==> src/rtl/output_controller_pkg.sv <==
// Shared definitions for the decoder's controllers: top-FSM state codes and frame geometry.
// Also holds the read-credit helper used by the stream edges that drain a BRAM.
package output_controller_pkg;

  localparam int unsigned CODE_LENGTH = 1024;
  localparam int unsigned DATA_WIDTH  = 8;
  localparam int unsigned STATE_WIDTH = 10;

  localparam logic [STATE_WIDTH-1:0] IDLE_STATE   = 10'd0;
  localparam logic [STATE_WIDTH-1:0] INPUT_STATE  = 10'd1;
  localparam logic [STATE_WIDTH-1:0] INIT_STATE   = 10'd2;
  localparam logic [STATE_WIDTH-1:0] DECODE_STATE = 10'd4;
  localparam logic [STATE_WIDTH-1:0] OUTPUT_STATE = 10'd8;

  // Words buffered plus in flight, minus the one leaving this cycle, must leave room
  // for the read being considered; counting the pop keeps one beat per cycle.
  function automatic logic read_credit_ok(input logic [1:0] count, input logic inflight,
                                          input logic pop);
    logic [2:0] pending;
    pending = {1'b0, count} + {2'b00, inflight} - {2'b00, pop};
    return pending < 3'd2;
  endfunction

endpackage

==> src/rtl/output_controller_skid_fifo2.sv <==
// Two-entry FIFO with synchronous flush, used to absorb BRAM read latency on a stream edge.
// Head data is valid whenever the count is non-zero; push and pop may coincide.
module skid_fifo2 #(
  parameter int unsigned Width = 9
) (
  input  logic             i_clk,
  input  logic             i_reset,
  input  logic             i_flush,
  input  logic             i_push,
  input  logic             i_pop,
  input  logic [Width-1:0] i_data,
  output logic [Width-1:0] o_data,
  output logic [1:0]       o_count,
  output logic             o_empty
);

  logic [Width-1:0] r_mem [2];
  logic             r_wr_ptr;
  logic             r_rd_ptr;
  logic [1:0]       r_count;
  logic             w_pop;

  assign w_pop = i_pop && (r_count != 2'd0);

  always_ff @(posedge i_clk) begin
    if (i_reset || i_flush) begin
      r_mem[0] <= '0;
      r_mem[1] <= '0;
      r_wr_ptr <= 1'b0;
      r_rd_ptr <= 1'b0;
      r_count  <= 2'd0;
    end else begin
      if (i_push) begin
        r_mem[r_wr_ptr] <= i_data;
        r_wr_ptr        <= ~r_wr_ptr;
      end
      if (w_pop) begin
        r_rd_ptr <= ~r_rd_ptr;
      end
      r_count <= r_count + {1'b0, i_push} - {1'b0, w_pop};
    end
  end

  // Producers are expected to hold off via credits; a push into a full FIFO loses data.
  always_ff @(posedge i_clk) begin
    if (!i_reset && !i_flush) begin
      assert (!(i_push && (r_count == 2'd2)))
        else $error("skid_fifo2: push into full FIFO");
    end
  end

  always_comb begin
    o_data  = r_mem[r_rd_ptr];
    o_count = r_count;
    o_empty = (r_count == 2'd0);
  end

endmodule

==> src/rtl/output_controller.sv <==
// Drains the decoded-bit result BRAM as one AXI4-Stream frame while the top FSM is in
// OUTPUT_STATE; a 2-entry skid FIFO hides the one-cycle BRAM read latency.
module output_controller
  import output_controller_pkg::*;
#(
  parameter int unsigned CODE_LENGTH = output_controller_pkg::CODE_LENGTH,
  parameter int unsigned DATA_WIDTH  = output_controller_pkg::DATA_WIDTH,
  parameter int unsigned ADDR_WIDTH  = 7,
  parameter int unsigned STATE_WIDTH = output_controller_pkg::STATE_WIDTH,
  parameter logic [STATE_WIDTH-1:0] OUTPUT_STATE = output_controller_pkg::OUTPUT_STATE
) (
  input  logic                   clk,
  input  logic                   reset,
  input  logic [STATE_WIDTH-1:0] state,
  output logic [ADDR_WIDTH-1:0]  addr_to_result_bram,
  output logic                   enable_to_result_bram,
  input  logic [DATA_WIDTH-1:0]  data_from_result_bram,
  output logic                   maxis_tvalid,
  input  logic                   maxis_tready,
  output logic [DATA_WIDTH-1:0]  maxis_tdata,
  output logic                   maxis_tlast,
  output logic                   done
);

  localparam int unsigned WORD_COUNT = CODE_LENGTH / DATA_WIDTH;
  localparam logic [ADDR_WIDTH:0] WordCountW = WORD_COUNT[ADDR_WIDTH:0];
  localparam logic [ADDR_WIDTH:0] LastPtr    = WordCountW - 1'b1;

  // One extra bit so the pointer can rest at WORD_COUNT; it doubles as the issued count.
  logic [ADDR_WIDTH:0]   r_rd_ptr;
  logic                  r_inflight;
  logic                  r_last_flag;
  logic                  r_frame_sent;
  logic                  r_done;

  logic                  w_active;
  logic                  w_clear;
  logic                  w_issue;
  logic                  w_pop;
  logic                  w_last_hs;
  logic                  w_fifo_empty;
  logic [1:0]            w_fifo_count;
  logic [DATA_WIDTH:0]   w_head;
  logic [DATA_WIDTH-1:0] w_head_data;
  logic                  w_head_last;

  assign w_active    = (state == OUTPUT_STATE);
  assign w_clear     = reset || !w_active;
  assign w_head_data = w_head[DATA_WIDTH:1];
  assign w_head_last = w_head[0];
  assign w_pop       = !w_fifo_empty && maxis_tready;
  assign w_last_hs   = w_pop && w_head_last;

  assign w_issue = !w_clear && !r_frame_sent && (r_rd_ptr < WordCountW) &&
                   read_credit_ok(w_fifo_count, r_inflight, w_pop);

  always_ff @(posedge clk) begin
    if (w_clear) begin
      r_rd_ptr     <= '0;
      r_inflight   <= 1'b0;
      r_last_flag  <= 1'b0;
      r_frame_sent <= 1'b0;
      r_done       <= 1'b0;
    end else begin
      if (w_issue) begin
        r_rd_ptr <= r_rd_ptr + 1'b1;
      end
      r_inflight   <= w_issue;
      r_last_flag  <= w_issue && (r_rd_ptr == LastPtr);
      r_frame_sent <= r_frame_sent || w_last_hs;
      r_done       <= w_last_hs;
    end
  end

  skid_fifo2 #(
    .Width(DATA_WIDTH + 1)
  ) u_fifo (
    .i_clk  (clk),
    .i_reset(reset),
    .i_flush(!w_active),
    .i_push (r_inflight),
    .i_pop  (w_pop),
    .i_data ({data_from_result_bram, r_last_flag}),
    .o_data (w_head),
    .o_count(w_fifo_count),
    .o_empty(w_fifo_empty)
  );

  always_comb begin
    addr_to_result_bram   = r_rd_ptr[ADDR_WIDTH-1:0];
    enable_to_result_bram = w_issue;
    maxis_tvalid          = !w_fifo_empty;
    maxis_tdata           = w_fifo_empty ? '0 : w_head_data;
    maxis_tlast           = !w_fifo_empty && w_head_last;
    done                  = r_done;
  end

endmodule

==> config.mk <==
export PLATFORM = sky130hd
export DESIGN_NAME = output_controller
export DESIGN_NICKNAME = d
export VERILOG_FILES = /design/src/rtl/output_controller_pkg.sv /design/src/rtl/output_controller_skid_fifo2.sv /design/src/rtl/output_controller.sv
export SDC_FILE = /design/constraint.sdc
export NUM_CORES = 1
export LEC_CHECK = 0
export CORE_ASPECT_RATIO = 1.1
export CORE_MARGIN = 5
export CORE_UTILIZATION = 52
export DETAILED_ROUTE_END_ITERATION = 7
export PLACE_DENSITY = 0.84
export SYNTH_ARGS = -nofsm -noshare
export SYNTH_HDL_FRONTEND = slang
export SYNTH_SLANG_ARGS = --single-unit
==> constraint.sdc <==
create_clock -name clk -period 8.7 [get_ports clk]
set_input_delay 1.74 -clock clk [delete_from_list [all_inputs] [get_ports clk]]
set_output_delay 1.74 -clock clk [all_outputs]
set_load 0.01 [all_outputs]
Word level (Yosys, flattened, before mapping)
Memory sizes are Yosys's and may differ from the RTL's. A register that Yosys moved wholly into a read port is not among the register bits.
Cells that the tools add are included.
{ "word_totals": {"register_bits": 16, "mem_bits_rw": 18, "mem_count": 1} }
{ "classes": {"bitwise_logic": 2, "reduce_logical": 17, "n_addsub": 5, "n_eq_ne": 2, "magnitude_cmp": 2, "mux": 11} }
{ "mem_list": {"columns": ["name", "words", "width", "read_ports", "rd_clocked_by_memory_dff", "write_ports", "line", "rtl"], "rows": [
  ["u_fifo.r_mem", 2, 9, 1, 1, 2, "output_controller_skid_fifo2.sv:17", "logic [Width-1:0] r_mem [2];"]
]} }
{ "ops": {"columns": ["cell", "count"], "rows": [
  ["$eq A10 B4 Y1 const B", 1],
  ["$mux W1", 9],
  ["$mux W9", 1],
  ["$reduce_or A9 Y1", 1],
  ["$add A8 B1 Y8 const B", 1],
  ["$eq A8 B7 Y1 const B", 1],
  ["$logic_and A1 B1 Y1", 8],
  ["$lt A8 B8 Y1 const B", 1],
  ["$mux W8", 1],
  ["$logic_not A1 Y1", 4],
  ["$add A2 B1 Y3", 1],
  ["$lt A3 B2 Y1 const B", 1],
  ["$sub A3 B1 Y3", 1],
  ["$add A2 B1 Y2", 1],
  ["$logic_not A2 Y1", 1],
  ["$logic_or A1 B1 Y1", 2],
  ["$not A1 Y1", 2],
  ["$reduce_bool A2 Y1", 1],
  ["$sub A2 B1 Y2", 1]
]} }

Depth between registers and ports, before layout
Gate-level depths: netlist (run 1).
{ "depth": {"depth_word": 8, "depth_mapped": 11} }

Cells and area by module
A second synthesis (run 1) with hierarchy kept.
{ "hier_totals": {"cells_unflattened": 155, "area_unflattened_um2": 1729.2} }
{ "modules_own_cells": {"columns": ["module", "n_inst", "seq_area_each_um2", "area_per_inst_um2", "cells_each"], "rows": [
  ["skid_fifo2", 1, 640.6, 1038.5, 74],
  ["output_controller", 1, 240.2, 690.7, 81]
]} }

Worst setup path before layout (run 1)
Ideal clock, no wire load.
{ "synth_timing": {"kind": "input -> output", "from": "input port maxis_tready", "to": "output port enable_to_result_bram", "path_buffers": 0, "stages": 10, "setup_slack_ns": 3.418, "arrival_ns": 3.542, "path_cell_list": "o21ai_0 -> inv_1 -> ha_1 -> inv_1 -> ha_1 -> inv_1 -> fa_1 -> nor3b_4 -> nand2_2 -> nor2_1"} }
{ "synth_via": {"elab_chain_cells": 4} }
{ "synth_rtl": {"columns": ["item", "line", "rtl"], "rows": [
  ["start, declared", "output_controller.sv:19", "input logic maxis_tready,"],
  ["$logic_and A1 B1 Y1", "output_controller.sv:51", "assign w_pop = !w_fifo_empty && maxis_tready;"],
  ["$sub A3 B1 Y3", "output_controller_pkg.sv:20", "pending = {1'b0, count} + {2'b00, inflight} - {2'b00, pop};"],
  ["$lt A3 B2 Y1", "output_controller_pkg.sv:21", "return pending < 3'd2;"],
  ["$logic_and A1 B1 Y1", "output_controller.sv:54", "assign w_issue = !w_clear && !r_frame_sent && (r_rd_ptr < WordCountW) &&"],
  ["end, declared", "output_controller.sv:16", "output logic enable_to_result_bram,"]
]} }
Every way passes these cells.

Final worst setup path (run 1)
Ends and elaborated chain as after synthesis.

==> key figures, run 1 <==
Status
  • Result of the run: complete, no violations

Pwr
  • Power per standard cell area: 133 nW/um2
  • Leakage power summed over all cells: 0.752 nW
  • Worst VDD drop: 106 uV

Drt
  • Total DRC errors in the routed layout: 0
  • Routed wirelength normalized by instance count: 13.3 um
  • First-pass detailed-route iteration total: 4
  • Detailed Route Iter0 Violations: 38
  • Total routed wirelength: 2940 um
  • Vias per cell: 5.04
  • Post-detailed-route count of antenna-violating nets: 0
  • DR vias: 1108

Clocking
  • Clock Root Buffer: clkbuf_4
  • Hold buffers post-CTS: 0
  • Total CTS buffers: 5
  • Total number of clock tree sinks: 35
  • CTS tree: done
  • Post-CTS setup buffer count: 0
  • Clock-pin transition on the worst setup and hold timing paths: 0.10 ns
  • H-tree Lvls: 2
  • Number of buffers between clock root and the deepest sink: 2
  • Number of resized instances in the post-cts repair step: 0
  • Worst skew pair latency: 0.34 ns

Worst setup path
  • Cell with the biggest individual delay on the critical path: clkdlybuf4s50_1
  • Worst EP arrival: 4.54 ns
  • Most common cell on crit path: inv_1
  • Capturing element type of the critical path: output pin
  • Critical path buffers and inverters: 5
  • Sequence of cells on the critical path: clkdlybuf4s50_1 > o21ai_0 > inv_1 > ha_1 > inv_1 > ha_1 > inv_1 > fa_1 > nor3b_4 > nand2_2 > nor2_1 > clkdlybuf4s50_1
  • Required @ worst endpoint: 6.96 ns
  • Path type of the worst setup path: in2out
  • Cell family contributing the most delay on the critical path: buffers and inverters
  • Startpoint Class: primary input
  • Slowest Stage Delay on Critical Path: 0.56 ns
  • Crit path max fanout: 7

Yosys
  • Cell variety after synth: 27
  • Fraction of registers with async set or reset after synthesis: 0
  • Cell type with the highest aggregate area in the netlist: edfxtp_1
  • Post-synthesis xor/xnor area fraction: 0.0478
  • Register area share after synthesis: 0.542
  • Fraction of the mapped netlist area in simple logic gates: 0.249
  • Synthesized instance count: 149
  • Largest family of logic cells by synthesized area: simple AND/OR/NAND/NOR gates
  • Fraction of synthesized area in multiplexers: 0.0555
  • Area fraction in compound gates after synthesis: 0.0123
  • Most common flop cell mapped by yosys: edfxtp_1
  • Adder-Cell Fraction of Synth Area: 0.0354
  • Top cell type's share of synthesized area: 0.333
  • Total number of yosys warnings: 0
  • Cell area after synthesis: 1620 um2
  • Yosys reg bits: 35
  • Syn avg cell area: 10.9 um2
  • Post-synth net total: 174
  • Number of synthesized flops with an enable pin: 18
  • Leading cell types by total area after synthesis: edfxtp_1 33%, dfxtp_1 21%, and2_1 7.3%

Timing
  • Transition time at the pin with the least slew margin: 0.789 ns
  • Total count of hold-check failures in the final report: 0
  • Clock period minus worst slack: 6.28 ns
  • Final setup violation count: 0
  • Maximum operating frequency: 159 MHz
  • Sum of negative setup slack: 0 ns
  • Worst clock skew: 0.0148 ns
  • Final cycle utilization of the critical path: 0.722
  • Setup repair after global routing missed its margin: false
  • Worst slew margin relative to its limit: 0.472
  • Setup slack after layout: 2.42 ns
  • Final Max Slew Viols: 0

Floorplan
  • Die area: 4340 um2
  • Core Area: 3020 um2
  • Die extent in x: 63.3 um
  • Top-level I/O count: 40
  • Row count: 21
  • Die boundary height: 68.6 um
  • Initial core utilization: 0.537

Final layout
  • Area delta synth->final: 26.2%
  • Fraction of final layout cells sized beyond drive strength 1: 0.0699
  • Most common cell after layout, fill and taps aside: clkdlybuf4s50_1
  • Count of inserted antenna diode cells: 0
  • Commonest non-fill, non-tap cells in the layout: 39 x clkdlybuf4s50_1, 26 x nor2_1, 19 x and2_1
  • Net count, final: 210

Placed design
  • IO buf count: 39
  • Routability congestion estimate: 0.779
  • Detailed-placement wirelength estimate: 2200 um
  • Worst slack at placement: 2.40 ns

Min path
  • Tightest Hold Check Type: reg2reg

Global routing
  • Overflow left after global routing: 0
  • Wire length of the first global-routing pass: 5040 um
  • GRT Total Usage: 0.156
  • Maximum number of pins on one net before global-route repair: 21
  • Antenna violations before repair: 0
  • Number of global-route vias before repair: 1127

Flow run
  • Count of max-cap constraint violations: 0
cell type report:
cell class | instances | area (um2)
timing repair buffer | 39 | 390
multi-input combinational | 97 | 649
fill | 241 | 972
clock inverter | 1 | 5.00
inverter | 7 | 26.3
clock buffer | 7 | 55.1
sequential | 35 | 881
tap | 34 | 42.5
metal layers:
layer  track usage  vias to the layer above  wire length, um  part of all wire
met3        0.0648                        6              180             0.061
li1              -                      571                -                 -
met1         0.165                      497             1240              0.42
met4        0.0857                        0               70             0.024
met2         0.265                       34             1440              0.49
met5             0                        -                0                 0
final timing paths:
| check | from | endpoint | slack, ns | cells past startpoint |
|---|---|---|---|---|
| max | maxis_tready | enable_to_result_bram | 2.42 | 12 |
| min | r_rd_ptr[7] | r_rd_ptr[7] | 0.49 | 2 |
| max reg2reg | u_fifo.o_count[1] | r_rd_ptr[7] | 5.75 | 11 |
| min reg2reg | r_rd_ptr[7] | r_rd_ptr[7] | 0.49 | 2 |
Yosys cell counts, drive strengths merged (2+ instances only):
master	count
a21oi	3
and2	19
and4	2
buf	10
dfxtp	17
edfxtp	18
ha	3
inv	7
mux2i	9
nand2	5
nand2b	2
nand3	4
nand4	5
nor2	27
nor3	3
xor2	7
where the power goes:
group,switching (mW),internal (mW)
Combinational,0.00201,0.00826
Sequential,0.0000198,0.172
Clock,0.0515,0.0391
worst min-delay path: stages, from the launching register on:
cell	delay [ns]
dfxtp_1	0.35
inv_1	0.06
a21oi_1	0.05
registers in the layout, indices dropped and copies added (netlist names), named ones only:
signal	cells
u_fifo.r_mem	18
r_rd_ptr	8
u_fifo.o_count	2
done	1
r_frame_sent	1
r_inflight	1
r_last_flag	1
u_fifo.r_rd_ptr	1
u_fifo.r_wr_ptr	1
per-stage QoR:
step | cells | cell area, um2 | power [mW] | utilization | hold WS [ns]
after global placement | 212 | 1990 | 0.186 | 0.658 | 0.465
after floorplan | 149 | 1620 | 0.176 | - | 0.458
after global routing | 220 | 2050 | 0.284 | 0.678 | 0.527
final | 220 | 2050 | 0.273 | 0.678 | 0.494
after detailed placement | 212 | 1990 | 0.186 | 0.658 | 0.482
after CTS | 220 | 2050 | 0.275 | 0.678 | 0.497
cells by family (layout without fill, tap and decap cells):
family,after synthesis,after routing
mux,9,9
buf+inv,17,54
fa+ha+maj,4,4
simple gates,72,72
xor+xnor,8,8
flops,35,35
compound gates,4,4
(Power assumes the default switching activity.)
==> run 2: changes to the inputs <==
Settings changed: CORE_UTILIZATION 52 to 44, PLACE_DENSITY 0.84 to 0.75.
Clock period 8.7 ns to 5.15 ns, I/O delays scaled along.
==> run 2 against run 1 <==
Net effect: first-iteration DRC count decreased by 50%; total power is 80% higher; setup slack worse by 2.2 ns; combinational power up 70%; non-clock buffer count grew 1.
==> key figures, run 2 (synthesis results as in run 1) <==
Status
  • Result of the run: complete, no violations

Drt
  • Vias per cell: 4.81 (-4.6%)
  • Total routed wirelength: 2980 um (+1.4%)
  • Routed wirelength normalized by instance count: 12.6 um (-5.9%)
  • DR vias: 1139 (+2.8%)
  • Post-detailed-route count of antenna-violating nets: 0 (unchanged)
  • Detailed Route Iter0 Violations: 19 (-50%)
  • Total DRC errors in the routed layout: 0 (unchanged)
  • First-pass detailed-route iteration total: 4 (unchanged)

Worst setup path
  • Startpoint Class: primary input
  • End of the worst register-to-register path: r_rd_ptr[7]
  • Most common cell on crit path: inv_1
  • Startpoint of the lowest-slack register-to-register path: u_fifo.o_count[1]
  • Crit path max fanout: 7 (unchanged)
  • Required @ worst endpoint: 4.12 ns (-2.84 ns)
  • Path type of the worst setup path: in2out
  • Slowest Stage Delay on Critical Path: 0.54 ns (-0.02 ns)
  • R2r setup slk: 2.18 ns (-3.57 ns)
  • Path depth of the worst reg2reg path: 11 (unchanged)
  • Cell with the biggest individual delay on the critical path: clkdlybuf4s50_1
  • Sequence of cells on the critical path: clkdlybuf4s50_1 > o21ai_0 > inv_1 > ha_1 > inv_1 > ha_1 > inv_1 > fa_1 > nor3b_4 > nand2_2 > nor2_1 > clkdlybuf4s50_1
  • Critical path buffers and inverters: 5 (unchanged)
  • Worst EP arrival: 3.88 ns (-0.66 ns)
  • Capturing element type of the critical path: output pin
  • Cell family contributing the most delay on the critical path: buffers and inverters

Final layout
  • Commonest non-fill, non-tap cells in the layout: 39 x clkdlybuf4s50_1, 26 x nor2_1, 19 x and2_1
  • Largest register FFs: 18 (unchanged)
  • Most common cell after layout, fill and taps aside: clkdlybuf4s50_1
  • Net count, final: 211 (+0.48%)
  • Count of inserted antenna diode cells: 0 (unchanged)
  • Largest register by flop count: u_fifo.r_mem
  • Fraction of final layout cells sized beyond drive strength 1: 0.0695 (-0.000374)
  • Final core utilization: 0.583 (-0.0950)
  • Area delta synth->final: 29.2%

Floorplan
  • Top-level I/O count: 40 (unchanged)
  • Die boundary height: 73.7 um (+7.4%)
  • Die area: 5010 um2 (+15%)
  • Die extent in x: 67.9 um (+7.3%)
  • Core Area: 3600 um2 (+19%)
  • Row count: 23 (+9.5%)
  • Initial core utilization: 0.451 (-0.0860)

Global routing
  • Overflow left after global routing: 0 (unchanged)
  • Wire length of the first global-routing pass: 4920 um (-2.3%)
  • Antenna violations before repair: 0 (unchanged)
  • Maximum number of pins on one net before global-route repair: 21 (unchanged)
  • Number of global-route vias before repair: 1164 (+3.3%)
  • GRT Total Usage: 0.135 (-0.0207)

Timing
  • Clock period minus worst slack: 4.91 ns
  • Total count of hold-check failures in the final report: 0 (unchanged)
  • Maximum operating frequency: 204 MHz
  • Final Max Slew Viols: 0 (unchanged)
  • Setup repair after global routing missed its margin: false
  • Sum of negative setup slack: 0 ns (unchanged)
  • Worst slew margin relative to its limit: 0.540 (+0.0678)
  • Setup slack after layout: 0.244 ns (-2.17 ns)
  • Transition time at the pin with the least slew margin: 0.687 ns (-0.102 ns)
  • Worst clock skew: 0.0115 ns (-0.00337 ns)
  • Final setup violation count: 0 (unchanged)
  • Worst hold slack: 0.497 ns (+0.00299 ns)
  • Final cycle utilization of the critical path: 0.953

Min path
  • Cell depth of the worst min-delay path: 2 (unchanged)
  • Origin of the worst min-delay path: u_fifo.r_wr_ptr
  • Tightest Hold Check Type: reg2reg
  • Destination of the worst hold path: u_fifo.r_wr_ptr

Clocking
  • Clock-pin transition on the worst setup and hold timing paths: 0.06 ns (-0.04 ns)
  • Worst skew pair latency: 0.29 ns (-0.05 ns)
  • Total CTS buffers: 5 (unchanged)
  • Clock Root Buffer: clkbuf_8
  • Post-CTS setup buffer count: 0 (unchanged)
  • Total number of clock tree sinks: 35 (unchanged)
  • Number of resized instances in the post-cts repair step: 0 (unchanged)
  • Number of buffers between clock root and the deepest sink: 2 (unchanged)
  • H-tree Lvls: 2 (unchanged)
  • Hold buffers post-CTS: 0 (unchanged)
  • CTS tree: done

Placed design
  • Worst slack at placement: 0.247 ns (-2.15 ns)
  • IO buf count: 39 (unchanged)
  • Routability congestion estimate: 0.723 (-7.3%)
  • Detailed-placement wirelength estimate: 2260 um (+2.7%)

Flow run
  • Count of max-cap constraint violations: 0 (unchanged)

Pwr
  • Worst VDD drop: 128 uV (+20%)
  • Power per standard cell area: 233 nW/um2 (+76%)
  • Leakage power summed over all cells: 0.763 nW (+1.5%)
run 2: cell types whose count changed in the layout (fill, tap and decap cells not counted):
cell      before  now
buf_4          0    1
clkbuf_8       1    5
clkbuf_4       5    0
clkinv_1       0    1
run 2: tightest hold or removal path, delay by kind of cell (launching register included):
kind	cells	cell delay, ns
DFF	1	0.32
and+or+nand+nor	1	0.07
AOI/OAI and AO/OA	1	0.06
run 2: report_power, final:
| group | internal [mW] | switching, mW |
|---|---|---|
| Clock | 0.0927 | 0.0893 |
| Sequential | 0.290 | 0.0000330 |
| Combinational | 0.0140 | 0.00358 |
| Total | 0.397 | 0.0930 |
run 2: metrics by stage:
stage | power [mW] | cells | area (um2)
after floorplan | 0.298 | 149 | 1620
after global placement | 0.314 | 229 | 2020
after detailed placement | 0.314 | 229 | 2020
after CTS | 0.496 | 237 | 2100
after global routing | 0.505 | 237 | 2100
final | 0.490 | 237 | 2100
run 2: how the worst max path moves through the flow:
stage / from / endpoint / slack (ns) / cells past startpoint
finish: maxis_tready / enable_to_result_bram / 0.24 / 12
global route: maxis_tready / enable_to_result_bram / 0.005 / 12
CTS: maxis_tready / enable_to_result_bram / 0.22 / 12
detailed placement: maxis_tready / enable_to_result_bram / 0.25 / 12
global placement: maxis_tready / enable_to_result_bram / 0.30 / 12
floorplan: maxis_tready / enable_to_result_bram / 1.29 / 10
run 2: layer usage:
layer / global-route usage / up-vias / routed length, um / share of wire
met5: 0 / - / 0 / 0
met4: 0.0596 / 0 / 57 / 0.019
met3: 0.0489 / 4 / 173 / 0.058
met2: 0.237 / 30 / 1530 / 0.51
met1: 0.141 / 537 / 1220 / 0.41
li1: - / 568 / - / -
run 2: layout make-up:
type / count / area, um2
sequential: 35 / 881
fill: 308 / 1500
timing repair buffer: 40 / 398
clock buffer: 6 / 72.6
tap: 50 / 62.6
multi-input combinational: 97 / 649
inverter: 7 / 26.3
clock inverter: 2 / 8.76
